### config.mk
export PLATFORM = sky130hd
export DESIGN_NAME = inst_fetch_unit
export DESIGN_NICKNAME = d
export VERILOG_FILES = /design/src/rtl/fetch_pkg.sv /design/src/rtl/inst_queue.sv /design/src/rtl/inst_fetch_unit.sv
export SDC_FILE = /design/constraint.sdc
export NUM_CORES = 1
export LEC_CHECK = 0
export CAP_MARGIN = 20
export CORE_MARGIN = 4
export CORE_UTILIZATION = 40
export CTS_CLUSTER_DIAMETER = 100
export CTS_CLUSTER_SIZE = 14
export DETAILED_ROUTE_END_ITERATION = 10
export PLACE_DENSITY_LB_ADDON = 0.12
export SYNTH_ARGS = -nofsm -noshare
export SYNTH_HDL_FRONTEND = slang
export SYNTH_HIERARCHICAL = 1
export SYNTH_SLANG_ARGS = --single-unit
### constraint.sdc
create_clock -name clk -period 8.42 [get_ports clk]
set_input_delay 1.684 -clock clk [delete_from_list [all_inputs] [get_ports clk]]
set_output_delay 1.684 -clock clk [all_outputs]
set_load 0.01 [all_outputs]
### src/rtl/fetch_pkg.sv
// Fetch-stage shared types: queue entry bundle and width helpers.
// Ports: none (package).
package fetch_pkg;
  localparam int XLEN       = 32;
  localparam int ILEN       = 32;
  localparam int INST_BYTES = 4;

  typedef struct packed {
    logic [XLEN-1:0] pc;
    logic [ILEN-1:0] inst;
  } fetch_entry_t;

  function automatic int cnt_w(input int n);
    return $clog2(n + 1);
  endfunction
endpackage

### src/rtl/inst_queue.sv
// Instruction queue: sync FIFO of {pc, inst} with flush.
// Ports: clk/rst_n, push/push_data, pop, flush, head, empty, count.
module inst_queue
  import fetch_pkg::*;
#(
  parameter int DEPTH = 2
) (
  input  logic                   clk,
  input  logic                   rst_n,
  input  logic                   push,
  input  fetch_entry_t           push_data,
  input  logic                   pop,
  input  logic                   flush,
  output fetch_entry_t           head,
  output logic                   empty,
  output logic [$clog2(DEPTH):0] count
);
  localparam int AW = $clog2(DEPTH);

  fetch_entry_t     mem [DEPTH];
  logic [AW:0]      wr_ptr;
  logic [AW:0]      rd_ptr;
  logic             do_push;
  logic             do_pop;

  assign empty   = wr_ptr == rd_ptr;
  assign count   = wr_ptr - rd_ptr;
  assign do_push = push && !flush;
  assign do_pop  = pop && !empty && !flush;
  assign head    = mem[rd_ptr[AW-1:0]];

  always_ff @(posedge clk) begin
    if (!rst_n) begin
      wr_ptr <= '0;
      rd_ptr <= '0;
    end else if (flush) begin
      wr_ptr <= '0;
      rd_ptr <= '0;
    end else begin
      if (do_push)
        wr_ptr <= wr_ptr + (AW+1)'(1);
      if (do_pop)
        rd_ptr <= rd_ptr + (AW+1)'(1);
    end
  end

  always_ff @(posedge clk) begin
    if (do_push)
      mem[wr_ptr[AW-1:0]] <= push_data;
  end
endmodule

### src/rtl/inst_fetch_unit.sv
// Fetch unit: owns PC, issues imem requests, queues words for decode.
// Ports: imem req/resp channel, redirect, inst head to decode, fetch_fault.
module inst_fetch_unit
  import fetch_pkg::*;
#(
  parameter int              DEPTH        = 2,
  parameter int              MAX_INFLIGHT = 4,
  parameter logic [XLEN-1:0] RESET_PC     = '0
) (
  input  logic            clk,
  input  logic            rst_n,
  output logic            imem_req_valid,
  input  logic            imem_req_ready,
  output logic [XLEN-1:0] imem_req_addr,
  input  logic            imem_resp_valid,
  input  logic [ILEN-1:0] imem_resp_data,
  input  logic            redirect_valid,
  input  logic [XLEN-1:0] redirect_pc,
  output logic            inst_valid,
  input  logic            inst_ready,
  output logic [ILEN-1:0] inst,
  output logic [XLEN-1:0] inst_pc,
  output logic            fetch_fault
);
  localparam int CW = $clog2(DEPTH) + 1;
  localparam int IW = cnt_w(MAX_INFLIGHT);

  logic [XLEN-1:0] pc;
  logic [XLEN-1:0] resp_pc;
  logic [IW-1:0]   inflight;
  logic [IW-1:0]   discard;
  logic            fault;

  logic [CW-1:0]   count;
  logic            empty;
  fetch_entry_t    head;
  fetch_entry_t    push_entry;

  logic [31:0]     occ;
  logic            req_fire;
  logic            resp_keep;
  logic            q_pop;
  logic [IW-1:0]   req_inc;
  logic [IW-1:0]   resp_dec;

  // Slots already claimed: queued words plus live (non-stale) requests.
  assign occ = 32'(count) + 32'(inflight) - 32'(discard);

  // No requests while held in reset.
  assign imem_req_valid = rst_n && !redirect_valid && !fault
                        && (occ < 32'(DEPTH))
                        && (32'(inflight) < 32'(MAX_INFLIGHT));

  assign imem_req_addr = pc;
  assign req_fire      = imem_req_valid && imem_req_ready;
  assign resp_keep     = imem_resp_valid && (discard == '0)
                       && !redirect_valid;
  assign q_pop         = inst_ready && !redirect_valid;
  assign req_inc       = IW'(req_fire);
  assign resp_dec      = IW'(imem_resp_valid);

  assign push_entry.pc   = resp_pc;
  assign push_entry.inst = imem_resp_data;

  assign inst_valid  = !empty;
  assign inst        = empty ? '0 : head.inst;
  assign inst_pc     = empty ? '0 : head.pc;
  assign fetch_fault = fault;

  always_ff @(posedge clk) begin
    if (!rst_n) begin
      pc       <= RESET_PC;
      resp_pc  <= RESET_PC;
      inflight <= '0;
      discard  <= '0;
      fault    <= 1'b0;
    end else if (redirect_valid) begin
      pc       <= redirect_pc;
      resp_pc  <= redirect_pc;
      // Everything still outstanding after this edge is stale.
      inflight <= inflight - resp_dec;
      discard  <= inflight - resp_dec;
      fault    <= redirect_pc[1:0] != 2'b00;
    end else begin
      if (req_fire)
        pc <= pc + XLEN'(INST_BYTES);
      if (resp_keep)
        resp_pc <= resp_pc + XLEN'(INST_BYTES);
      if (imem_resp_valid && (discard != '0))
        discard <= discard - IW'(1);
      inflight <= inflight + req_inc - resp_dec;
    end
  end

  inst_queue #(
    .DEPTH(DEPTH)
  ) u_queue (
    .clk      (clk),
    .rst_n    (rst_n),
    .push     (resp_keep),
    .push_data(push_entry),
    .pop      (q_pop),
    .flush    (redirect_valid),
    .head     (head),
    .empty    (empty),
    .count    (count)
  );
endmodule
==> results of run 1 <==
==> cells in the final DEF, fill, tap and decap left out, types with 12 or more instances in the layout <==
| cell | netlist | final |
|---|---|---|
| xnor2_1 | 20 | 20 |
| nand3_1 | 29 | 29 |
| dfxtp_1 | 76 | 75 |
| mux2_2 | 64 | 64 |
| edfxtp_1 | 128 | 128 |
| clkdlybuf4s50_1 | 0 | 166 |
| ha_1 | 13 | 13 |
| nor2_1 | 25 | 25 |
| a21oi_1 | 42 | 42 |
| o21ai_0 | 31 | 31 |
| a31oi_1 | 17 | 17 |
| nor2b_1 | 66 | 66 |
| nand4_1 | 19 | 19 |
| clkbuf_1 | 33 | 12 |
| clkbuf_16 | 0 | 19 |
| nand2_1 | 72 | 72 |
| inv_1 | 26 | 25 |
==> sequential cells by signal (all words and copies together), names as in the netlist, named ones only <==
signal	flops
discard	3
fetch_fault	1
imem_req_addr	32
inflight	3
resp_pc	32
u_queue/mem	128
u_queue/rd_ptr	2
u_queue/wr_ptr	2
==> final timing paths <==
| check | startpoint | endpoint | cells after the start |
|---|---|---|---|
| max reg2reg | u_queue/rd_ptr[1] | inflight[2] | 18 |
| min reg2reg | imem_req_addr[0] | imem_req_addr[0] | 2 |
| max | u_queue/rd_ptr[1] | imem_req_valid | 10 |
| min | imem_req_addr[0] | imem_req_addr[0] | 2 |
==> stage by stage <==
stage,cells,util,hold WS (ps)
global route,1314,0.5121,473.1
global placement,1282,0.4895,435.4
floorplan,832,-,425.9
finish,1314,0.5121,458.0
CTS,1314,0.5121,459.3
detailed placement,1282,0.4895,441.0
==> area by class of cell <==
class | count | area, um^2
Inverter | 27 | 103.9
Fill cell | 2111 | 11420
Tap cell | 319 | 399.1
Clock buffer | 31 | 520.5
Sequential cell | 204 | 5366
Timing Repair Buffer | 177 | 1739
Multi-Input combinational cell | 555 | 3846
Clock inverter | 1 | 8.758
==> per-layer routing <==
layer  part of all wire  track usage  up-vias
li1                   -            -     3377
met4              0.015      0.03729        0
met2               0.43       0.2565      202
met3              0.065      0.03451       30
met1               0.49       0.2520     3340
met5                  0            0        -
==> where the power goes <==
| part | leakage (uW) | switching [uW] | total (uW) | internal, uW |
|---|---|---|---|---|
| Combinational | 0.00181 | 129 | 256 | 127 |
| Sequential | 0.00180 | 40.9 | 1140 | 1100 |
| Clock | 0.000252 | 349 | 770 | 421 |
| Total | 0.00386 | 519 | 2170 | 1650 |
==> worst max-delay path: stages, from the launching register on <==
cell and delay (ps):
dfxtp_1 330, xnor2_1 350, xnor2_1 170, inv_1 80
fa_1 470, inv_1 70, fa_1 430, nor3b_1 350
o2111ai_4 220, nor3_1 210, clkdlybuf4s50_1 570
==> kinds of logic after synthesis <==
| group | count (synthesis) |
|---|---|
| buf+inv | 73 |
| simple gates | 286 |
| compound gates | 159 |
| mux | 68 |
| xor+xnor | 25 |
| fa+ha+maj | 17 |
| flops | 204 |
==> results by group, run 1 <==
Status
  • Outcome: finished, final reports clean

CTS
  • Clock Tree Root: clkbuf_16
  • Clock latency on the worst-skew pair: 490 ps
  • # resized after CTS: 0
  • CTS buffer count: 18
  • Hold_buf cts: 0
  • TritonCTS Sinks: 204
  • Max Root-Sink Buffers: 3
  • Clock H-tree levels: 1
  • CTS tree: built
  • Buffer count from post-CTS setup fixing: 0
  • Clk slew on worst S/H paths: 70 ps

Synthesis
  • Net Count, Synth: 919
  • Area share of the largest cell type after synthesis: 0.4046
  • Top FF cell, synth: edfxtp_1
  • Synth area leaders: edfxtp_1 (40%), dfxtp_1 (16%), mux2_2 (7.6%)
  • Post-synth EDFFs: 128
  • #FFs+latches synth: 204
  • Fraction of registers with async set or reset after synthesis: 0
  • Most numerous cell in the Yosys netlist: edfxtp_1
  • Cell Area, Synth: 0.009500 mm^2
  • Top cells by instance count after synthesis: edfxtp_1 (128), dfxtp_1 (76), nand2_1 (72), nor2b_1 (66), mux2_2 (64)
  • Largest family of logic cells by synthesized area: simple AND/OR/NAND/NOR gates
  • Distinct cells, synth: 59
  • Gate Count Post-Synth: 832
  • Mux cell area share after synthesis: 0.08007
  • Adder-cell area share of the yosys netlist: 0.02555
  • Compound-Gate Fraction of Synth Area: 0.1084
  • Synth Warn #: 6
  • Post-Syn Area per Cell: 11.42 um^2
  • Synth Area in Simple Gates: 0.1671
  • XOR/XNOR share of the synthesized area: 0.02305
  • Seq/Total Area, Yosys: 0.5647
  • Cell taking the most area after synthesis: edfxtp_1

Layout
  • Fin area: 0.01198 mm^2
  • Share of cells above drive strength 1: 0.1085
  • Ant diodes: 0
  • Synthesis-to-finish area growth: 26.14%
  • Final net count: 1070

Placement
  • # port buffers: 168
  • Place WS: 3301 ps
  • Placer Congestion: 0.7931
  • Dpl hpwl: 14.96 mm
  • Placed inst area: 0.01145 mm^2

Timing
  • Final hold viol count: 0
  • Fin crit period: 5434 ps
  • Worst Clk Skew: 22.56 ps
  • Fmax: 0.1840 GHz
  • Setup TNS Final: 0 ps
  • Slew @ Worst Pin: 992.0 ps
  • Max Slew Vio Count: 0
  • Final setup margin: 2986 ps
  • Final Cycle Share: 0.6454
  • Max-slew headroom: 0.3387
  • RSZ-0062 raised after global routing: no
  • Final setup vio count: 0

Detailed routing
  • Avg WL per Cell: 17.52 um
  • Routed WL: 23.02 mm
  • Vias per cell: 5.288
  • DR vias: 6949
  • DRT antenna net count: 0
  • DR pass1 iterations: 4
  • Initial DRC Count: 390
  • Drt drc: 0

Die
  • Core ar.: 0.02340 mm^2
  • Die Y: 162.1 um
  • Die Area: 0.02628 mm^2
  • Initial Util: 0.4060
  • # rows: 56
  • Ports: 169
  • Chip width: 162.1 um

Power and ir drop
  • Worst VDD drop: 0.09794 mV
  • Total power: 2168 uW
  • Power Density: 180.9 mW/mm^2
  • Leak: 0.003857 uW

Setup path
  • WS Path Type: reg2out
  • Max FO, Critical Path: 5
  • R2R setup slack: 3640 ps
  • Setup crit start kind: register
  • Critical Path AT: 3750 ps
  • Setup crit end kind: output port
  • Data required, critical path: 6740 ps

Global route
  • GRT Util Overall: 0.1692
  • Initial antenna violation count: 0
  • Vias in the first global route: 6704
  • Largest net degree at the start of global routing: 67
  • Global-route wire length before repair: 36.60 mm
  • Grt total ovfl: 0

Run
  • MaxCap Viol Count: 0

Hold path
  • Worst hold path type: reg2reg
Note: power is estimated with default switching activity, not from simulation.
==> run 2: changes to the inputs <==
==> constraint.sdc (replaced) <==
create_clock -name clk -period 5.3 [get_ports clk]
set_input_delay 1.06 -clock clk [delete_from_list [all_inputs] [get_ports clk]]
set_output_delay 1.06 -clock clk [all_outputs]
set_load 0.01 [all_outputs]
==> run 2 against run 1 <==
Register-to-register slack got worse by 2900 ps. Worst hold slack got worse by 4.4 ps. Critical path depth increased by 1. First-iteration DRC count increased by 2.8%. Power increased by 59%. Global-route usage increased by 0.077 points. Routed wire length decreased by 0.60%.
==> results by group, run 2 (same netlist as run 1, synthesis figures left out) <==
Status
  • Outcome: finished, final reports clean

Global route
  • Vias in the first global route: 6803 (+1.5%)
  • Global-route wire length before repair: 36.42 mm (-0.49%)
  • Initial antenna violation count: 0 (unchanged)
  • Grt total ovfl: 0 (unchanged)
  • GRT Util Overall: 0.1700 (+0.0007701)
  • Largest net degree at the start of global routing: 65 (-3.0%)

Setup path
  • Reg2reg end: inflight[2]
  • Delay-heaviest family, CP: adder cells
  • Worst R2R Start: u_queue/wr_ptr[0]
  • Crit-path slowest cell: clkdlybuf4s50_1
  • Max FO, Critical Path: 5 (unchanged)
  • Setup crit start kind: register
  • WS Path Type: reg2out
  • Setup crit end kind: output port
  • Critical Path AT: 3760 ps (about the same)
  • Cell mode on critical path: inv_1
  • CP Buf/Inv Count: 4 (+1)
  • Data required, critical path: 4240 ps (-2500 ps)
  • CP peak stage delay: 580 ps (about the same)
  • Worst path cell trace: inv_1 -> ha_1 -> xnor2_1 -> inv_1 -> fa_1 -> inv_1 -> fa_1 -> nor3b_1 -> o2111ai_4 -> nor3_1 -> clkdlybuf4s50_1
  • R2R setup slack: 790 ps (-2850 ps)
  • Reg2reg path depth: 20 (+2)

Detailed routing
  • DRT antenna net count: 0 (unchanged)
  • Routed WL: 22.88 mm (-0.60%)
  • Vias per cell: 5.229 (-1.1%)
  • DR vias: 6876 (-1.1%)
  • DR pass1 iterations: 4 (unchanged)
  • Drt drc: 0 (unchanged)
  • Avg WL per Cell: 17.40 um (-0.67%)
  • Initial DRC Count: 401 (+2.8%)

Timing
  • Fmax: 0.2074 GHz
  • Final hold viol count: 0 (unchanged)
  • Final Cycle Share: 0.9097
  • Setup TNS Final: 0 ps (unchanged)
  • Max-slew headroom: 0.3933 (+0.05461)
  • Slew @ Worst Pin: 910.1 ps (-81.92 ps)
  • Worst Hold Slack: 453.6 ps (-4.419 ps)
  • Max Slew Vio Count: 0 (unchanged)
  • Final setup vio count: 0 (unchanged)
  • RSZ-0062 raised after global routing: no
  • Fin crit period: 4822 ps
  • Worst Clk Skew: 11.08 ps (-11.48 ps)

Hold path
  • Hold path start: imem_req_addr[0]
  • Worst hold path type: reg2reg
  • WHS Path Cells: 2 (unchanged)
  • End of the worst hold path: imem_req_addr[0]

CTS
  • TritonCTS Sinks: 204 (unchanged)
  • Clock latency on the worst-skew pair: 480 ps (about the same)
  • # resized after CTS: 0 (unchanged)
  • Clock Tree Root: clkbuf_16
  • Clk slew on worst S/H paths: 60 ps (about the same)
  • CTS buffer count: 18 (unchanged)
  • Hold_buf cts: 0 (unchanged)
  • Clock H-tree levels: 1 (unchanged)
  • CTS tree: built
  • Buffer count from post-CTS setup fixing: 0 (unchanged)
  • Max Root-Sink Buffers: 3 (unchanged)

Layout
  • Share of cells above drive strength 1: 0.1104 (+0.001899)
  • Most frequent cells in the layout: clkdlybuf4s50_1 (166), edfxtp_1 (128), dfxtp_1 (75)
  • Final net count: 1072 (+0.19%)
  • Synthesis-to-finish area growth: 26.46%
  • Post-Layout Cell Count: 1315 (+0.076%)
  • Ant diodes: 0 (unchanged)
  • Post-layout util: 0.5134 (+0.001283)
  • Flip-flop count of the largest register after layout: 128 (unchanged)
  • Commonest non-fill, non-tap cell in the layout: clkdlybuf4s50_1

Placement
  • Dpl hpwl: 15.40 mm (+2.9%)
  • Placed Instances: 1284 (+0.16%)
  • Placer Congestion: 0.8273 (+4.3%)
  • # port buffers: 168 (unchanged)

Die
  • # rows: 56 (unchanged)
  • Die Y: 162.1 um (unchanged)
  • Initial Util: 0.4060 (unchanged)
  • Die Area: 0.02628 mm^2 (unchanged)
  • Ports: 169 (unchanged)
  • Chip width: 162.1 um (unchanged)
  • Core ar.: 0.02340 mm^2 (unchanged)

Run
  • MaxCap Viol Count: 0 (unchanged)

Power and ir drop
  • Power Density: 286.0 mW/mm^2 (+58%)
  • Leak: 0.003868 uW (+0.28%)
  • Worst VDD drop: 0.1563 mV (+60%)
[run 2: cell types whose count changed in the layout (fill, tap and decap cells not counted)]
cell	change
buf_12	+1
buf_4	+1
clkbuf_1	-1
nor3b_2	-1
nor3b_4	+1
[run 2: cell type report]
| type | count | area [um^2] |
|---|---|---|
| multi-input combinational | 555 | 3852 |
| sequential | 204 | 5366 |
| tap | 319 | 399.1 |
| timing repair buffer | 179 | 1767 |
| fill | 2141 | 11390 |
| inverter | 27 | 103.9 |
| clock inverter | 1 | 8.758 |
| clock buffer | 30 | 516.7 |
[run 2: worst min-delay path: cells and delay by family (launching register included)]
kind	cells	cell delay (ps)
DFF	1	310
AOI/OAI and AO/OA	1	50
and+or+nand+nor	1	50
[run 2: how the worst max path moves through the flow]
stage	to	from	depth (start not counted)	slack, ps
floorplan	u_queue/mem[0][0]	redirect_valid	6	330
global placement	inflight[2]	u_queue/wr_ptr[0]	20	870
detailed placement	inflight[2]	u_queue/wr_ptr[0]	20	780
CTS	imem_req_valid	u_queue/wr_ptr[0]	11	420
global route	imem_req_valid	u_queue/wr_ptr[0]	11	230
finish	imem_req_valid	u_queue/wr_ptr[0]	11	480
[run 2: per-layer routing]
metal,up-vias,wire length (um),global-route usage,share of wire
li1,3386,-,-,-
met1,3266,11200,0.2524,0.49
met2,203,10030,0.2618,0.44
met3,21,1389,0.03426,0.061
met4,0,255,0.03153,0.011
met5,-,0,0,0
[run 2: power breakdown]
group	switching [uW]	internal (uW)	total (uW)
clock	547	666	1210
sequential	63.3	1750	1810
combinational	207	204	411
total	818	2620	3440
[run 2: through the flow]
stage          area (um^2)  setup slack [ps]  power [uW]
4_1_cts              12010             418.3        3488
3_3_place_gp         11490             867.3        2253
2_1_floorplan         9505             325.4        2070
6_report             12010             478.4        3436
3_5_place_dp         11490             775.5        2259
5_1_grt              12010             226.9        3601
==> RTL edit: new RTL, settings of run 1 <==
Change the package constant `ILEN` from 32 to 64.
--- a/src/rtl/fetch_pkg.sv
+++ b/src/rtl/fetch_pkg.sv
@@ -4,3 +4,3 @@
   localparam int XLEN       = 32;
-  localparam int ILEN       = 32;
+  localparam int ILEN       = 64;
   localparam int INST_BYTES = 4;
Interface: changed (resized imem_resp_data and inst); port bits go from 169 to 233. No check against the original RTL was run, so the function may have changed too.
==> RTL edit against run 1 <==
Critical path depth fell by 4. Clock power up 25%. Worst setup slack got worse by 0.49 ns. Area after synthesis rose by 26%. Routed wire length increased by 25%. Largest power group unchanged. Clock skew fell by 0.012 ns. Total power increased by 27%. Design area increased by 28%. Die area up 25%. Sequential cell count increased by 64. Critical path type is now primary input to output pin. Highest routed layer unchanged.
==> RTL edit: results (changes against run 1) <==
* CP startpoint: rst_n
* Met1 global-route usage at 25.7% (+0.47 points)
* Post-synth EDFFs at 192 (+50%)
* Flop-to-flop setup slack at 3.43 ns (-0.21 ns)
* Met2 Wirelength at 12500 µm (+25%)
* Hold Worst Slack at 0.462 ns (+0.00399 ns)
* CP top delay family: buffers and inverters
* Clock latency on the worst-skew pair at 0.51 ns (+0.02 ns)
* Global-route wire length before repair at 44800 µm (+23%)
* First-iteration detailed-routing DRC count at 539 (+38%)
* Total power at 2.76 mW (+27%)
* Static leakage at 4.95 nW (+28%)
* Sequential element share of the synthesized area at 60.6% (+4.2 points)
* Status: completed
* Routed len/inst at 18.1 µm (+3.5%)
* Synth top cells by count: edfxtp_1 (192), nor2b_1 (99), mux2_2 (96), nand2_1 (79), dfxtp_1 (76)
* DPL Wire Length at 18900 µm (+26%)
* Slowest-stage cell, CP: or4b_4
* # port buffers at 232 (+38%)
* Final Wtd Congestion at 0.799 (+0.77%)
* Synthesized net count at 1088 (+18%)
* Placed cell count at 1548 (+21%)
* CP Max Fanout at 50 (+45)
* Largest cells by area after synthesis: edfxtp_1 (48%), dfxtp_1 (13%), mux2_2 (9.0%), nor2b_1 (5.2%), nand2_1 (2.5%)
* Avg Cell Area, Syn at 12.4 µm² (+8.6%)
## RTL edit: changes by cell type in the layout (fill, tap and decap cells not counted), sizes merged, moves of 6 or more
cell	delta
nor2	+6
nand4	+8
nand3	-7
xnor2	+6
nand2	+7
clkbuf	+7
edfxtp	+64
mux2	+32
a31oi	-7
o21ai	-9
clkdlybuf4s50	+65
nor2b	+33
## RTL edit: final cells by class
| type | instances | area (µm²) |
|---|---|---|
| fill | 2641 | 14300 |
| inverter | 25 | 93.8 |
| clock inverter | 2 | 16.3 |
| sequential | 268 | 7290 |
| tap | 390 | 488 |
| multi-input combinational | 621 | 4410 |
| timing repair buffer | 244 | 2410 |
| clock buffer | 38 | 632 |
## RTL edit: cell families (layout without fill, tap and decap cells)
kind of cell	after synthesis	count (layout)	share of synthesized area, %
mux	97	97	9.08
flops	268	268	60.6
simple gates	327	327	15.1
fa+ha+maj	17	17	2.02
buf+inv	80	309	2.79
compound gates	147	147	7.99
xor+xnor	33	33	2.41
